`config.mk`:
```
export PLATFORM = sky130hd
export DESIGN_NAME = pipelined_shifter
export DESIGN_NICKNAME = d
export VERILOG_FILES = /design/src/rtl/shifter_pkg.sv /design/src/rtl/shift_level.sv /design/src/rtl/pipelined_shifter.sv
export SDC_FILE = /design/constraint.sdc
export NUM_CORES = 1
export LEC_CHECK = 0
export CORE_AREA = 2 2 105 107
export CTS_BUF_LIST = sky130_fd_sc_hd__clkbuf_8
export CTS_CLUSTER_SIZE = 16
export DETAILED_ROUTE_END_ITERATION = 12
export DIE_AREA = 0 0 107 109
export PLACE_DENSITY = 0.81
export SETUP_SLACK_MARGIN = 0.5
export SYNTH_ARGS = -nofsm -noshare
export SYNTH_HDL_FRONTEND = slang
export SYNTH_SLANG_ARGS = --single-unit
```
`constraint.sdc`:
```
create_clock -name clk -period 1.95 [get_ports clk]
set_clock_uncertainty 0.1 [all_clocks]
set_input_delay 0.39 -clock clk [delete_from_list [all_inputs] [get_ports clk]]
set_output_delay 0.39 -clock clk [all_outputs]
set_load 0.1 [all_outputs]
```
`src/rtl/shifter_pkg.sv`:
```
//------------------------------------------------------------------------------
// shifter_pkg : opcode enum and decode helper for pipelined_shifter.
// Rotates are decoded only when SHIFTER_ROTATE_EN is defined.
// Revision: 1.0
//------------------------------------------------------------------------------
`default_nettype none

package shifter_pkg;

  typedef enum logic [2:0] {
    OP_SRL = 3'b000,
    OP_SLL = 3'b001,
    OP_SRA = 3'b010,
    OP_ROR = 3'b100,
    OP_ROL = 3'b101
  } shift_op_e;

  typedef struct packed {
    logic left;
    logic arith;
    logic rotate;
  } shift_ctl_t;

  function automatic shift_ctl_t decode_op(input logic [2:0] op);
    shift_ctl_t c;
    c.left  = op[0];
    c.arith = (op == 3'b010);
`ifdef SHIFTER_ROTATE_EN
    c.rotate = op[2];
`else
    c.rotate = 1'b0;
`endif
    return c;
  endfunction

endpackage

`default_nettype wire

```
`src/rtl/shift_level.sv`:
```
//------------------------------------------------------------------------------
// shift_level : one right-shift mux level of fixed amount AMT.
// Revision: 1.0
//------------------------------------------------------------------------------
`default_nettype none

module shift_level
  import shifter_pkg::*;
#(
  parameter int WIDTH = 32,
  parameter int AMT   = 1
) (
  input  logic [WIDTH-1:0] data_i,
  input  logic             en_i,
  input  logic             fill_i,
  input  logic             rotate_i,
  output logic [WIDTH-1:0] data_o
);

`ifdef SHIFTER_ROTATE_EN
  always_comb begin
    data_o = data_i;
    if (en_i) begin
      if (rotate_i) data_o = {data_i[AMT-1:0], data_i[WIDTH-1:AMT]};
      else          data_o = {{AMT{fill_i}}, data_i[WIDTH-1:AMT]};
    end
  end
`else
  logic unused_rotate;
  assign unused_rotate = rotate_i;

  always_comb begin
    data_o = data_i;
    if (en_i) data_o = {{AMT{fill_i}}, data_i[WIDTH-1:AMT]};
  end
`endif

endmodule

`default_nettype wire

```
`src/rtl/pipelined_shifter.sv`:
```
//------------------------------------------------------------------------------
// pipelined_shifter : valid/ready barrel shifter, log2(WIDTH) levels spread over
// PIPE_STAGES registers. ROR/ROL built only with SHIFTER_ROTATE_EN. Revision: 1.0
//------------------------------------------------------------------------------
`default_nettype none

module pipelined_shifter
  import shifter_pkg::*;
#(
  parameter int WIDTH       = 32,
  parameter int PIPE_STAGES = 2,
  parameter int TAG_W       = 6
) (
  input  logic                     clk,
  input  logic                     rst,
  input  logic                     flush,
  input  logic                     in_valid,
  output logic                     in_ready,
  input  logic [2:0]               in_op,
  input  logic [$clog2(WIDTH)-1:0] in_shamt,
  input  logic [WIDTH-1:0]         in_data,
  input  logic [TAG_W-1:0]         in_tag,
  output logic                     out_valid,
  input  logic                     out_ready,
  output logic [WIDTH-1:0]         out_data,
  output logic [TAG_W-1:0]         out_tag
);

  localparam int SW = $clog2(WIDTH);
  localparam int NL = SW;

  typedef struct packed {
    logic [WIDTH-1:0] data;
    logic [SW-1:0]    shamt;
    shift_ctl_t       ctl;
    logic [TAG_W-1:0] tag;
  } stage_t;

  // First level index owned by stage s; earlier stages take the remainder.
  function automatic int stage_first(input int s);
    return s * (NL / PIPE_STAGES) + ((s < NL % PIPE_STAGES) ? s : NL % PIPE_STAGES);
  endfunction

  function automatic int stage_of(input int j);
    int r;
    r = 0;
    for (int s = 1; s < PIPE_STAGES; s++) if (stage_first(s) <= j) r = s;
    return r;
  endfunction

  function automatic logic [WIDTH-1:0] rev(input logic [WIDTH-1:0] d);
    logic [WIDTH-1:0] r;
    for (int i = 0; i < WIDTH; i++) r[i] = d[WIDTH-1-i];
    return r;
  endfunction

  logic [PIPE_STAGES-1:0] valid_q, valid_d;
  stage_t                 stage_q   [PIPE_STAGES];
  stage_t                 stage_d   [PIPE_STAGES];
  stage_t                 stage_cap [PIPE_STAGES];
  logic [PIPE_STAGES:0]   adv;
  logic [PIPE_STAGES:0]   vchain;
  shift_ctl_t             in_ctl;
  stage_t                 in_payload;

  assign in_ctl     = decode_op(in_op);
  assign in_payload = {(in_ctl.left ? rev(in_data) : in_data), in_shamt, in_ctl, in_tag};

  always_comb begin
    adv              = '0;
    adv[PIPE_STAGES] = out_ready;
    for (int s = PIPE_STAGES - 1; s >= 0; s--) adv[s] = ~valid_q[s] | adv[s+1];
  end

  // Flush also withholds in_ready so a killed offer is never seen as accepted.
  assign in_ready = adv[0] & ~flush;

  for (genvar j = 0; j < NL; j++) begin : g_level
    stage_t           lvl_in;
    stage_t           lvl_out;
    logic [WIDTH-1:0] lvl_data;

    if (j == 0) begin : g_src_in
      assign lvl_in = in_payload;
    end else if (stage_first(stage_of(j)) == j) begin : g_src_reg
      assign lvl_in = stage_q[stage_of(j) - 1];
    end else begin : g_src_chain
      assign lvl_in = g_level[j-1].lvl_out;
    end

    shift_level #(
      .WIDTH (WIDTH),
      .AMT   (WIDTH >> (j + 1))
    ) u_level (
      .data_i   (lvl_in.data),
      .en_i     (lvl_in.shamt[SW-1-j]),
      .fill_i   (lvl_in.ctl.arith & lvl_in.data[WIDTH-1]),
      .rotate_i (lvl_in.ctl.rotate),
      .data_o   (lvl_data)
    );

    assign lvl_out = {lvl_data, lvl_in.shamt, lvl_in.ctl, lvl_in.tag};

    if (stage_first(stage_of(j) + 1) - 1 == j) begin : g_cap
      assign stage_cap[stage_of(j)] = lvl_out;
    end
  end

  assign vchain = {valid_q, in_valid};

  always_comb begin
    valid_d = valid_q;
    stage_d = stage_q;
    if (flush) begin
      valid_d = '0;
    end else begin
      for (int s = 0; s < PIPE_STAGES; s++) begin
        if (adv[s]) begin
          valid_d[s] = vchain[s];
          stage_d[s] = stage_cap[s];
        end
      end
    end
  end

  always_ff @(posedge clk) begin
    if (rst) begin
      valid_q <= '0;
      for (int s = 0; s < PIPE_STAGES; s++) stage_q[s] <= '0;
    end else begin
      valid_q <= valid_d;
      stage_q <= stage_d;
    end
  end

  assign out_valid = valid_q[PIPE_STAGES-1];
  assign out_data  = stage_q[PIPE_STAGES-1].ctl.left ? rev(stage_q[PIPE_STAGES-1].data)
                                                      : stage_q[PIPE_STAGES-1].data;
  assign out_tag   = stage_q[PIPE_STAGES-1].tag;

  // Consumed shamt bits and last-stage decode bits are carried but never read.
  logic unused_bits;
  always_comb begin
    unused_bits = stage_q[PIPE_STAGES-1].ctl.arith ^ stage_q[PIPE_STAGES-1].ctl.rotate;
    for (int s = 0; s < PIPE_STAGES; s++) unused_bits = unused_bits ^ (^stage_q[s].shamt);
  end

endmodule

`default_nettype wire

```
==> results of run 1 <==
-- stage by stage --
step                      instance area (µm²)  hold slack (ps)
after floorplan                          6120              332
after global placement                   7980              337
after detailed placement                 7980              348
after CTS                                9890              326
-- synthesized netlist by cell type, types with 2 or more instances --
master / instances / area, µm²
a211oi_1: 4 / 30.0
a21oi_1: 57 / 285
a221o_1: 3 / 30.0
a221oi_1: 2 / 17.5
a22oi_1: 3 / 22.5
a311oi_1: 11 / 96.3
and3_1: 3 / 18.8
buf_1: 5 / 18.8
buf_2: 12 / 60.1
buf_4: 14 / 105
buf_6: 4 / 45.0
clkbuf_1: 26 / 97.6
clkinv_1: 2 / 7.51
dfxtp_1: 83 / 1660
inv_1: 3 / 11.3
mux2_2: 40 / 450
mux2i_1: 31 / 310
mux4_2: 51 / 1150
nand2_1: 119 / 447
nand2b_1: 8 / 50.1
nand3_1: 18 / 90.1
nand3b_1: 2 / 15.0
nor2_1: 39 / 146
nor2b_1: 4 / 25.0
nor3_1: 5 / 25.0
o21ai_0: 11 / 55.1
o221ai_1: 9 / 78.8
o22ai_1: 10 / 62.6
o2bb2ai_1: 3 / 26.3
o311a_1: 2 / 20.0
o311ai_0: 3 / 26.3
o32ai_1: 2 / 17.5
or2_2: 4 / 25.0
-- repair_timing --
| item | CTS |
|---|---|
| gates cloned | 19 |
| setup buffers | 40 |
| setup endpoints to repair | 116 |
| pin swaps | 63 |
| gates resized for setup | 278 |
-- cells by family after synthesis --
| logic type | after synthesis |
|---|---|
| buf+inv | 68 |
| flops | 83 |
| simple gates | 209 |
| mux | 123 |
| compound gates | 130 |
==> metrics.md, run 1 <==
| Metric | Value |
|---|---|
| Outcome | aborted with a tool error |
| Failing step | 5_1_grt |
| Stop err | [ERROR DPL-0038] Utilization greater than 100%, impossible to legalize |
| Synth Area in Compound Gates | 14.9% |
| Post-synth EDFFs | 0 |
| Die width | 107 µm |
| FF+latch count, synth | 83 |
| Root Driver | clkbuf_8 |
| Cell area after synthesis | 5720 µm² |
| H-tree depth | 3 |
| Post-Synth Adder-Cell Area | 0% |
| Initial Util | 53.9% |
| IO Port Bufs | 90 |
| Total number of yosys warnings | 0 |
| Share of async-settable or async-resettable flops after synthesis | 0% |
| Number of hold buffers added after cts | 0 |
| Category of the worst endpoint | primary output |
| Synth Instances | 613 |
| RePlAce Congestion | 0.915 |
| Simple-gate area share of the yosys netlist | 15.8% |
| Placed cells | 893 |
| Worst setup endpoint GRT | out_data[2] |
| Mux cell area share after synthesis | 33.9% |
| Synth cell types | 53 |
| DP Wirelength | 13100 µm |
| Mean post-synth cell area | 9.33 µm² |
| Post-place setup slack | -388 ps |
| Ports | 91 |
| CTS buffer count | 9 |
| Die Y | 109 µm |
| Xor and xnor area share after synthesis | 0% |
| CTS Buffer Depth | 2 |
| Main synth FF type | dfxtp_1 |
| Pin count of the biggest net entering global routing | 42 |
| Synthesized net count | 664 |
| CTS sink cnt | 83 |
| Sequential area share after synthesis | 29.1% |
| Rows | 38 |
| Largest family of logic cells by synthesized area | multiplexers |
==> inputs of run 2 (changes only) <==
- CORE_AREA: 2 2 105 107 -> 2 2 123 125
- CTS_BUF_LIST: sky130_fd_sc_hd__clkbuf_8 -> unset
- CTS_CLUSTER_SIZE: 16 -> unset
- DIE_AREA: 0 0 107 109 -> 0 0 125 127
- PLACE_DENSITY: 0.81 -> unset
- PLACE_DENSITY_LB_ADDON: unset -> 0.15
- SETUP_SLACK_MARGIN: 0.5 -> unset
==> metrics.md, run 2 <==
| Metric | Value |
|---|---|
| Outcome | finished, violations left (was aborted with a tool error) |
| Failing checks | setup timing |
| FF+latch count, synth | 83 (unchanged) |
| H-tree depth | 3 (unchanged) |
| Total GRT Usage | 23.1% |
| Syn-to-layout area delta | 42.4% |
| Fraction of layout cells with a size suffix above 1 | 34.7% |
| Min cycle time layout | 1960 ps |
| Leak Pwr | 3.10 nW |
| Sequential area share after synthesis | 29.1% (unchanged) |
| RePlAce Congestion | 0.937 (was 0.915) |
| Via-to-Cell Ratio | 5.76 |
| Top-count cell post-synth | nand2_1 (unchanged) |
| WL per Instance | 19.2 µm |
| Total wire length | 18100 µm |
| Antenna Violating Nets Remaining | 0 |
| Initial Util | 39.6% (was 53.9%) |
| Die width | 125 µm (was 107 µm) |
| CTS sink cnt | 83 (unchanged) |
| Ant diodes | 0 |
| Area post-placement | 7730 µm² (was 7980 µm²) |
| Worst slew margin | 69.9% |
| 1st-iter DRT viols | 370 |
| Startpoint types | register |
| Number of hold buffers added after cts | 0 (unchanged) |
| Tcrit/Tclk final | 101% |
| Share of the synthesized area in the top cell type | 29.1% (unchanged) |
| Placed cells | 923 (was 893) |
| TritonCTS clock tree | done |
| Max Cap Viol | 0 |
| Crit end category | output port |
| Synth Instances | 613 (unchanged) |
| DR vias | 5426 |
| Top post-synthesis cells by count | 119 x nand2_1, 83 x dfxtp_1, 57 x a21oi_1 (unchanged) |
| Met1 Usage GRT | 31.2% |
| Data arrival time of the worst path | 1470 ps |
| Final core occ | 56.4% |
| Grt total ovfl | 0 |
| Dominant cell type by area after synthesis | dfxtp_1 (unchanged) |
| Root Driver | clkbuf_16 (was clkbuf_8) |
| Worst Path Buf+Inv | 2 |
| Setup CP Type | register to output port |
| Cell area after synthesis | 5720 µm² (unchanged) |
| Max Transition Viols Final | 0 |
| RSZ-0062 raised after global routing | true |
| Total number of yosys warnings | 0 (unchanged) |
| Clk slew on worst S/H paths | 60 ps |
| M2 GR Usage | 38.0% |
| Die Y | 127 µm (was 109 µm) |
| Die area | 15900 µm² |
| Most common cell after layout, fill and taps aside | nand2_1 |
| Share of async-settable or async-resettable flops after synthesis | 0% (unchanged) |
| Max incr delay on CP | 400 ps |
| IO Port Bufs | 90 (unchanged) |
| Layout Cells excl Fill | 942 |
| Design Area, Final | 8140 µm² |
| Worst-Margin Slew | 452 ps |
| Final count of hold timing violations | 0 |
| Vias in the first global route | 5342 |
| First-pass GRT wire length | 29300 µm |
| GRT Max-Usage Layer | met2 |
| Top fanout value on the critical path | 16 |
| Worst EP required | 1460 ps |
| Fmax | 510 MHz |
| Mean post-synth cell area | 9.33 µm² (unchanged) |
| CTS buffer count | 9 (unchanged) |
| Synthesized net count | 664 (unchanged) |
| Pin count of the biggest net entering global routing | 42 |
| First-pass DRT Iterations | 4 |
| Post-synth EDFFs | 0 (unchanged) |
| CTS Buffer Depth | 2 (unchanged) |
| Initial antenna violation count | 0 |
| Synth cell types | 53 (unchanged) |
| CP Cell Sequence | buf_12, mux2_2, buf_12 |
| VDD IR max | 0.399 mV |
| PD cells | 666 nW/µm² |
| Drt drc | 0 |
| Rows | 44 (was 38) |
| Clock latency at the later pin of the worst-skew pair | 350 ps |
| Final setup margin | -10.7 ps |
| Max reg flops | 42 |
| TNS Setup | -78.7 ps |
| Setup Viol. Count Final | 14 |
| DP Wirelength | 14200 µm (was 13100 µm) |
| Ranking of synthesized cells by area | dfxtp_1 29%, mux4_2 20%, mux2_2 7.9% (unchanged) |
| Main synth FF type | dfxtp_1 (unchanged) |
| Crit path top cell by count | buf_12 |
| # nets final | 804 |
| Met3 usage | 3.27% |
| Core outline area | 14400 µm² |
| Crit-path slowest cell | dfxtp_4 |
| Post-place setup slack | -416 ps (was -388 ps) |
| Most frequent cells in the layout | 119 x nand2_1, 92 x buf_4, 80 x dfxtp_1 |
| Top delay family on crit path | flip-flops |
| Ports | 91 (unchanged) |
| Worst hold path class | register to register |
-- run 2: cell counts after synthesis --
Identical to the previous run, type by type.
-- run 2: final cells by class --
class                   instances  area (µm²)
repair buffers                191        2160
fillers                      1311        6280
multi-input cells             462        3710
clock buffers                   9         225
clock inverters                 7         121
inverters                       6        27.5
well taps                     184         230
flip-flops and latches         83        1670
-- run 2: routing by layer --
layer	up-vias	routed length (µm)	share of wire, %
met4	0	506	2.8
met3	30	812	4.5
met1	2665	8110	45
met2	166	8640	48
met5	-	0	0
li1	2565	-	-
-- run 2: final timing paths --
check | start | endpoint | slack, ps | depth (start not counted)
setup / recovery | stage_q[8]$_SDFFE_PP0P_ | out_data[18] | -10 | 3
hold / removal | g_level[3].lvl_in[2]$_SDFFE_PP0P_ | out_tag[2]$_SDFFE_PP0P_ | 360 | 2
setup reg to reg | valid_q[1]$_SDFFE_PP0P_ | g_level[3].lvl_in[43]$_SDFFE_PP0P_ | 160 | 7
hold reg to reg | g_level[3].lvl_in[2]$_SDFFE_PP0P_ | out_tag[2]$_SDFFE_PP0P_ | 360 | 2
-- run 2: worst min-delay path: stages, from the launching register on --
cell and delay [ps]:
dfxtp_1 310, nand2_1 50, a21oi_1 50
-- run 2: cell families (layout without fill, tap and decap cells) --
logic type             Yosys count  count (layout)  share of synthesized area (%)
AOI/OAI and AO/OA              130             130                           14.9
buffers and inverters           68             213                           6.37
DFF                             83              83                           29.1
and+or+nand+nor                209             209                           15.8
muxes                          123             123                           33.9
-- run 2: repair_timing --
| action | CTS | global route |
|---|---|---|
| buffers inserted | 2 | 0 |
| pin swaps | 1 | 1 |
| endpoints found under the setup margin | 37 | 34 |
| gates resized for setup | 9 | 3 |
| gates cloned | 1 | 0 |
-- run 2: power by group --
group	total, W	switching, W	internal [W]
Clock	0.00200	0.000733	0.00126
Combinational	0.00153	0.000805	0.000728
Sequential	0.00189	0.000103	0.00179
-- run 2: through the flow --
step | hold WS [ps] | power (W)
final | 357 | 0.00542
after global routing | 376 | 0.00562
after floorplan | 331 | 0.00281
after CTS | 352 | 0.00545
after global placement | 338 | 0.00343
after detailed placement | 343 | 0.00344
Power figures use the tool's default switching activity.
